### src/rtl/fifo_pkg.sv
// Shared FIFO helpers.
// Used by sync_fifo and by the clock-crossing FIFO to size level and pointer
// signals consistently.
//   fifo_level_width(address_width) : bits needed for a pointer with wrap bit,
//                                      which is also the width of a level count
//                                      that must represent 0..num_entries.
package fifo_pkg;

  function automatic int fifo_level_width(input int address_width);
    return address_width + 1;
  endfunction

endpackage

### src/rtl/sync_fifo_mem.sv
// Simple dual-port RAM for sync_fifo: one write port, one registered read port.
// The read and write happen on the same edge with read-before-write behaviour,
// so a read of the address being written returns the old contents.
// Ports:
//   clk         : clock
//   write_en    : write strobe
//   write_addr  : write address
//   write_data  : write data
//   read_addr   : read address, sampled every edge
//   read_data   : registered read data
module sync_fifo_mem #(
  parameter int address_width = 4,
  parameter int data_width    = 32
) (
  input  logic                     clk,
  input  logic                     write_en,
  input  logic [address_width-1:0] write_addr,
  input  logic [data_width-1:0]    write_data,
  input  logic [address_width-1:0] read_addr,
  output logic [data_width-1:0]    read_data
);

  logic [data_width-1:0] mem [1 << address_width];

  always_ff @(posedge clk) begin
    if (write_en) begin
      mem[write_addr] <= write_data;
    end
  end

  always_ff @(posedge clk) begin
    read_data <= mem[read_addr];
  end

endmodule

### src/rtl/sync_fifo.sv
// Single-clock FIFO with a show-ahead registered read port, occupancy count,
// almost-full/almost-empty flags and synchronous flush.
//
// Handshakes:
//   write side: a push happens on an edge where write_valid && write_ready.
//               A write while write_ready is low is dropped.
//   read side:  read_data holds the head entry while read_valid is high; the
//               entry is consumed on an edge where read_valid && read_ack.
//               read_ack while read_valid is low is ignored.
//
// Ports:
//   clk, reset_n (sync, active-low), flush (sync, active-high)
//   write_data, write_valid, write_ready
//   read_data, read_valid, read_ack
//   level        : entries stored (write_p - read_p)
//   almost_full  : level >= almost_full_level
//   almost_empty : level <= almost_empty_level
//   high_water   : max level since reset/flush; only built when the macro
//                  SYNC_FIFO_HIGH_WATER_EN is defined, otherwise tied to 0.
module sync_fifo
  import fifo_pkg::*;
#(
  parameter int address_width      = 4,
  parameter int data_width         = 32,
  parameter int almost_full_level  = 12,
  parameter int almost_empty_level = 2
) (
  input  logic                                      clk,
  input  logic                                      reset_n,
  input  logic                                      flush,
  input  logic [data_width-1:0]                     write_data,
  input  logic                                      write_valid,
  output logic                                      write_ready,
  output logic [data_width-1:0]                     read_data,
  output logic                                      read_valid,
  input  logic                                      read_ack,
  output logic [fifo_level_width(address_width)-1:0] level,
  output logic                                      almost_full,
  output logic                                      almost_empty,
  output logic [fifo_level_width(address_width)-1:0] high_water
);

  localparam int            lw          = fifo_level_width(address_width);
  localparam int            num_entries = 1 << address_width;
  localparam logic [lw-1:0] full_level  = lw'(num_entries);
  localparam logic [lw-1:0] af_level    = lw'(almost_full_level);
  localparam logic [lw-1:0] ae_level    = lw'(almost_empty_level);
  localparam logic [lw-1:0] one         = lw'(1);

  logic [lw-1:0] write_p;
  logic [lw-1:0] read_p;
  logic [lw-1:0] next_read_p;
  logic          push;
  logic          pop;
  logic          clear;

  assign clear       = !reset_n || flush;
  assign level       = write_p - read_p;
  assign write_ready = (level != full_level);
  assign push        = write_valid && write_ready;
  assign pop         = read_valid && read_ack;
  assign next_read_p = pop ? read_p + one : read_p;

  assign almost_full  = (level >= af_level);
  assign almost_empty = (level <= ae_level);

  always_ff @(posedge clk) begin
    if (clear) begin
      write_p <= '0;
    end else if (push) begin
      write_p <= write_p + one;
    end
  end

  always_ff @(posedge clk) begin
    if (clear) begin
      read_p <= '0;
    end else if (pop) begin
      read_p <= read_p + one;
    end
  end

  // Compared against the pre-push write_p: an entry written on this edge is
  // not presented until the next one, so the RAM never reads and writes the
  // same address expecting the new data.
  always_ff @(posedge clk) begin
    if (clear) begin
      read_valid <= 1'b0;
    end else begin
      read_valid <= (next_read_p != write_p);
    end
  end

  sync_fifo_mem #(
    .address_width(address_width),
    .data_width   (data_width)
  ) u_mem (
    .clk       (clk),
    .write_en  (push && !clear),
    .write_addr(write_p[address_width-1:0]),
    .write_data(write_data),
    .read_addr (next_read_p[address_width-1:0]),
    .read_data (read_data)
  );

`ifdef SYNC_FIFO_HIGH_WATER_EN
  logic [lw-1:0] next_level;
  logic [lw-1:0] high_water_q;

  always_comb begin
    next_level = level;
    if (push && !pop) begin
      next_level = level + one;
    end else if (pop && !push) begin
      next_level = level - one;
    end
  end

  always_ff @(posedge clk) begin
    if (clear) begin
      high_water_q <= '0;
    end else if (next_level > high_water_q) begin
      high_water_q <= next_level;
    end
  end

  assign high_water = high_water_q;
`else
  assign high_water = '0;
`endif

endmodule
### config.mk
export PLATFORM = sky130hd
export DESIGN_NAME = sync_fifo
export DESIGN_NICKNAME = d
export VERILOG_FILES = /design/src/rtl/fifo_pkg.sv /design/src/rtl/sync_fifo_mem.sv /design/src/rtl/sync_fifo.sv
export SDC_FILE = /design/constraint.sdc
export NUM_CORES = 1
export LEC_CHECK = 0
export ABC_AREA = 1
export CAP_MARGIN = 40
export CORE_MARGIN = 3
export CORE_UTILIZATION = 55
export CTS_CLUSTER_SIZE = 16
export DETAILED_ROUTE_END_ITERATION = 8
export PLACE_DENSITY = 0.74
export REMOVE_ABC_BUFFERS = 1
export SYNTH_ARGS = -nofsm -noshare
export SYNTH_HDL_FRONTEND = slang
export SYNTH_SLANG_ARGS = --single-unit
export TNS_END_PERCENT = 5
### constraint.sdc
create_clock -name clk -period 7.7 [get_ports clk]
set_clock_uncertainty 0.05 [all_clocks]
set_input_delay 0.77 -clock clk [delete_from_list [all_inputs] [get_ports clk]]
set_output_delay 0.77 -clock clk [all_outputs]
set_load 0.01 [all_outputs]
==> flow_summary.yaml <==
status:
  status: "completed"
final_layout:
  syn_to_final_growth_pct: 13.7
  multiInputGateArea_um2: 6050
  fin_area_um2: 26300
  regArea_um2: 16200
  num-fill-cells: 3013
  drive_above_1_share: 0.0662
  final_cell_mix: "790 x nand2_1, 512 x edfxtp_1, 495 x nand3_1"
  finalNetCount: 2221
  mostFrequentLayoutCell: "nand2_1"
route:
  routed.top_layer: "met4"
  wl_met3_um: 5420
  first_pass_iters: 7
  drcViolationCount: 0
  vias: 15900
  antenna_left: 0
  wl_um: 55300
  vias_per_cell: 5.76
  wl_met2_um: 26000
  routedWlPerCell_um: 20.1
  drt_iter0_markers: 2078
  drt-met1-wl_um: 22300
floorplanning:
  pin_count: 83
  fp-row-count: 74
  fp.dieH_um: 211
  coreArea_um2: 41200
  dieArea_um2: 44600
  die_w_um: 211
  initial_utilization: 0.561
clock_network:
  clock_latency_ns: 0.59
  clk_pin_slew_ns: 0.07
  cts_sinks: 555
  postCtsSetupRepairBufs: 0
  ctsLongestPathBuffers: 3
  root_buffer: "clkbuf_16"
  cts_tree: "built"
  ctsResizeCount: 0
  postCtsHoldBufs: 0
  htreeDepth: 2
  cts_buffers: 55
timing:
  max_slew_margin: 0.435
  grt_setup_unrepaired: "no"
  slew_viol_final: 0
  hold_viol: 0
  fin_crit_ns: 4.06
  setup_viol: 0
  worst_pin_slew_ns: 0.848
  setup_slack_ns: 3.64
  finalCritPeriodShare: 0.527
  fin_setup_tns_ns: 0
  max_freq_ghz: 0.246
logic_synthesis:
  synth_area_um2: 23100
  synth-warning-count: 0
  synth_ff_type: "edfxtp_1"
  synthDistinctLibCells: 25
  postSynthAreaPerCell_um2: 10.8
  yosys-top-cells-area: "edfxtp_1 66%, nand2_1 13%, nand3_1 11%"
  seq_area_frac_synth: 0.702
  synth_top_area_frac: 0.665
  syn_inst: 2140
  ys_async_sr_fraction: 0
  synth_edf_count: 512
  yosysTopAreaCell: "edfxtp_1"
  yosys_register_bits: 555
global_route:
  antenna_found_initial: 1
  grtUsageTotal: 0.248
  grt_pass1_vias: 15200
  grt_max_degree: 116
  gr-total-overflow: 0
  grt_pass1_wl_um: 85000
worst_setup_path:
  path_class: "flip-flop to output pin"
  start_kind: "flip-flop"
  r2r_cells: 11
  regToRegSetupSlack_ns: 3.79
  reg2reg_from: "write_p[0]$_SDFFE_PP0P_"
  endpoint_kind: "output pin"
  startpoint: "write_p[0]$_SDFFE_PP0P_"
  crit_path_max_fanout: 13
  critPathCapture: "write_ready"
  cp.arrival_ns: 3.24
  cp.required_ns: 6.88
  reg2reg_to: "u_mem.mem[11][7]$_DFFE_PP_"
power:
  seq_power_share: 0.527
  intPower_w: 0.00503
  clock_power_share: 0.435
  totalPowerFinal_w: 0.00630
  p_switching_w: 0.00126
  netSwitchingFraction: 0.201
  power_density_nw_per_um2: 239
  combPwrFrac: 0.038
  max-vdd-ir-drop_uv: 168
  p_leak_nw: 10.2
job:
  drv_cap: 0
placement:
  gp_congestion: 0.795
  dpl-instance-area_um2: 24400
  place_ws_ns: 3.53
  port_buffers: 77
  hpwlAfterDp_um: 26600
hold_path:
  hp-class: "flip-flop to flip-flop"
==> critical path, cell delays in order, from the launching register on <==
cell             delay [ns]
dfxtp_1                0.42
inv_1                  0.17
ha_1                   0.24
fa_1                   0.40
nand3b_1               0.19
nand2_1                0.08
nand2_1                0.05
nand2_1                0.11
nand3_1                0.36
clkdlybuf4s50_1        0.62
==> flip-flops by register name (all words and copies together), names as in the netlist <==
name / flops
u_mem.mem: 512
write_p: 5
read_valid: 1
read_p: 5
u_mem.read_data: 32
==> power groups by stage <==
stage          Clock [W]  Combinational, W  Sequential (W)
4_1_cts          0.00277          0.000240         0.00332
3_5_place_dp           0          0.000238         0.00338
6_report         0.00274          0.000240         0.00332
5_1_grt          0.00289          0.000267         0.00332
3_3_place_gp           0          0.000228         0.00338
2_1_floorplan          0          0.000115         0.00339
==> Yosys cell counts (all sizes together) (2+ instances only) <==
master,count
buf,124
o21ai,3
nor2,36
ha,9
dfxtp,43
inv,90
clkbuf,15
nand3b,2
edfxtp,512
nand2,797
a21oi,8
nand3,495
==> cell type report <==
| cell class | instances | area share |
|---|---|---|
| flip-flops and latches | 555 | 0.617 |
| multi-input cells | 1360 | 0.230 |
| clock buffers | 76 | 0.0588 |
| repair buffers | 112 | 0.0436 |
| well taps | 532 | 0.0253 |
| inverters | 90 | 0.0128 |
| clock inverters | 27 | 0.0121 |
| diodes | 1 | 0.0000951 |
==> metal layers <==
metal	track usage	vias to the layer above
met4	0.0813	0
met3	0.0402	128
met5	0	-
met1	0.354	7538
li1	-	7362
met2	0.397	824
==> cell families (layout without fill, tap and decap cells) <==
family,count (synthesis),in the layout,synth area share
flops,555,555,0.702
simple gates,1332,1332,0.244
fa+ha+maj,10,10,0.00573
buf+inv,229,305,0.0448
other cells,1,6,0.000162
compound gates,12,12,0.00270
xor+xnor,1,1,0.000379
==> how the worst min path moves through the flow <==
stage                     depth (start not counted)  slack, ns                  from                    to
after floorplan                                   1       0.39  read_p[4]$_SDFF_PP0_  read_p[4]$_SDFF_PP0_
after global placement                            1       0.41  read_p[4]$_SDFF_PP0_  read_p[4]$_SDFF_PP0_
after detailed placement                          1       0.43  read_p[4]$_SDFF_PP0_  read_p[4]$_SDFF_PP0_
after CTS                                         1       0.44  read_p[4]$_SDFF_PP0_  read_p[4]$_SDFF_PP0_
after global routing                              1       0.49  read_p[4]$_SDFF_PP0_  read_p[4]$_SDFF_PP0_
final                                             1       0.43  read_p[4]$_SDFF_PP0_  read_p[4]$_SDFF_PP0_
==> per-stage QoR <==
stage	hold slack, ns	utilization	instances
after floorplan	0.393	-	2005
after global placement	0.406	0.589	2643
after detailed placement	0.426	0.593	2649
after CTS	0.438	0.638	2752
after global routing	0.489	0.638	2752
final	0.431	0.638	2753
No activity file was read; power rests on OpenSTA's default activity.
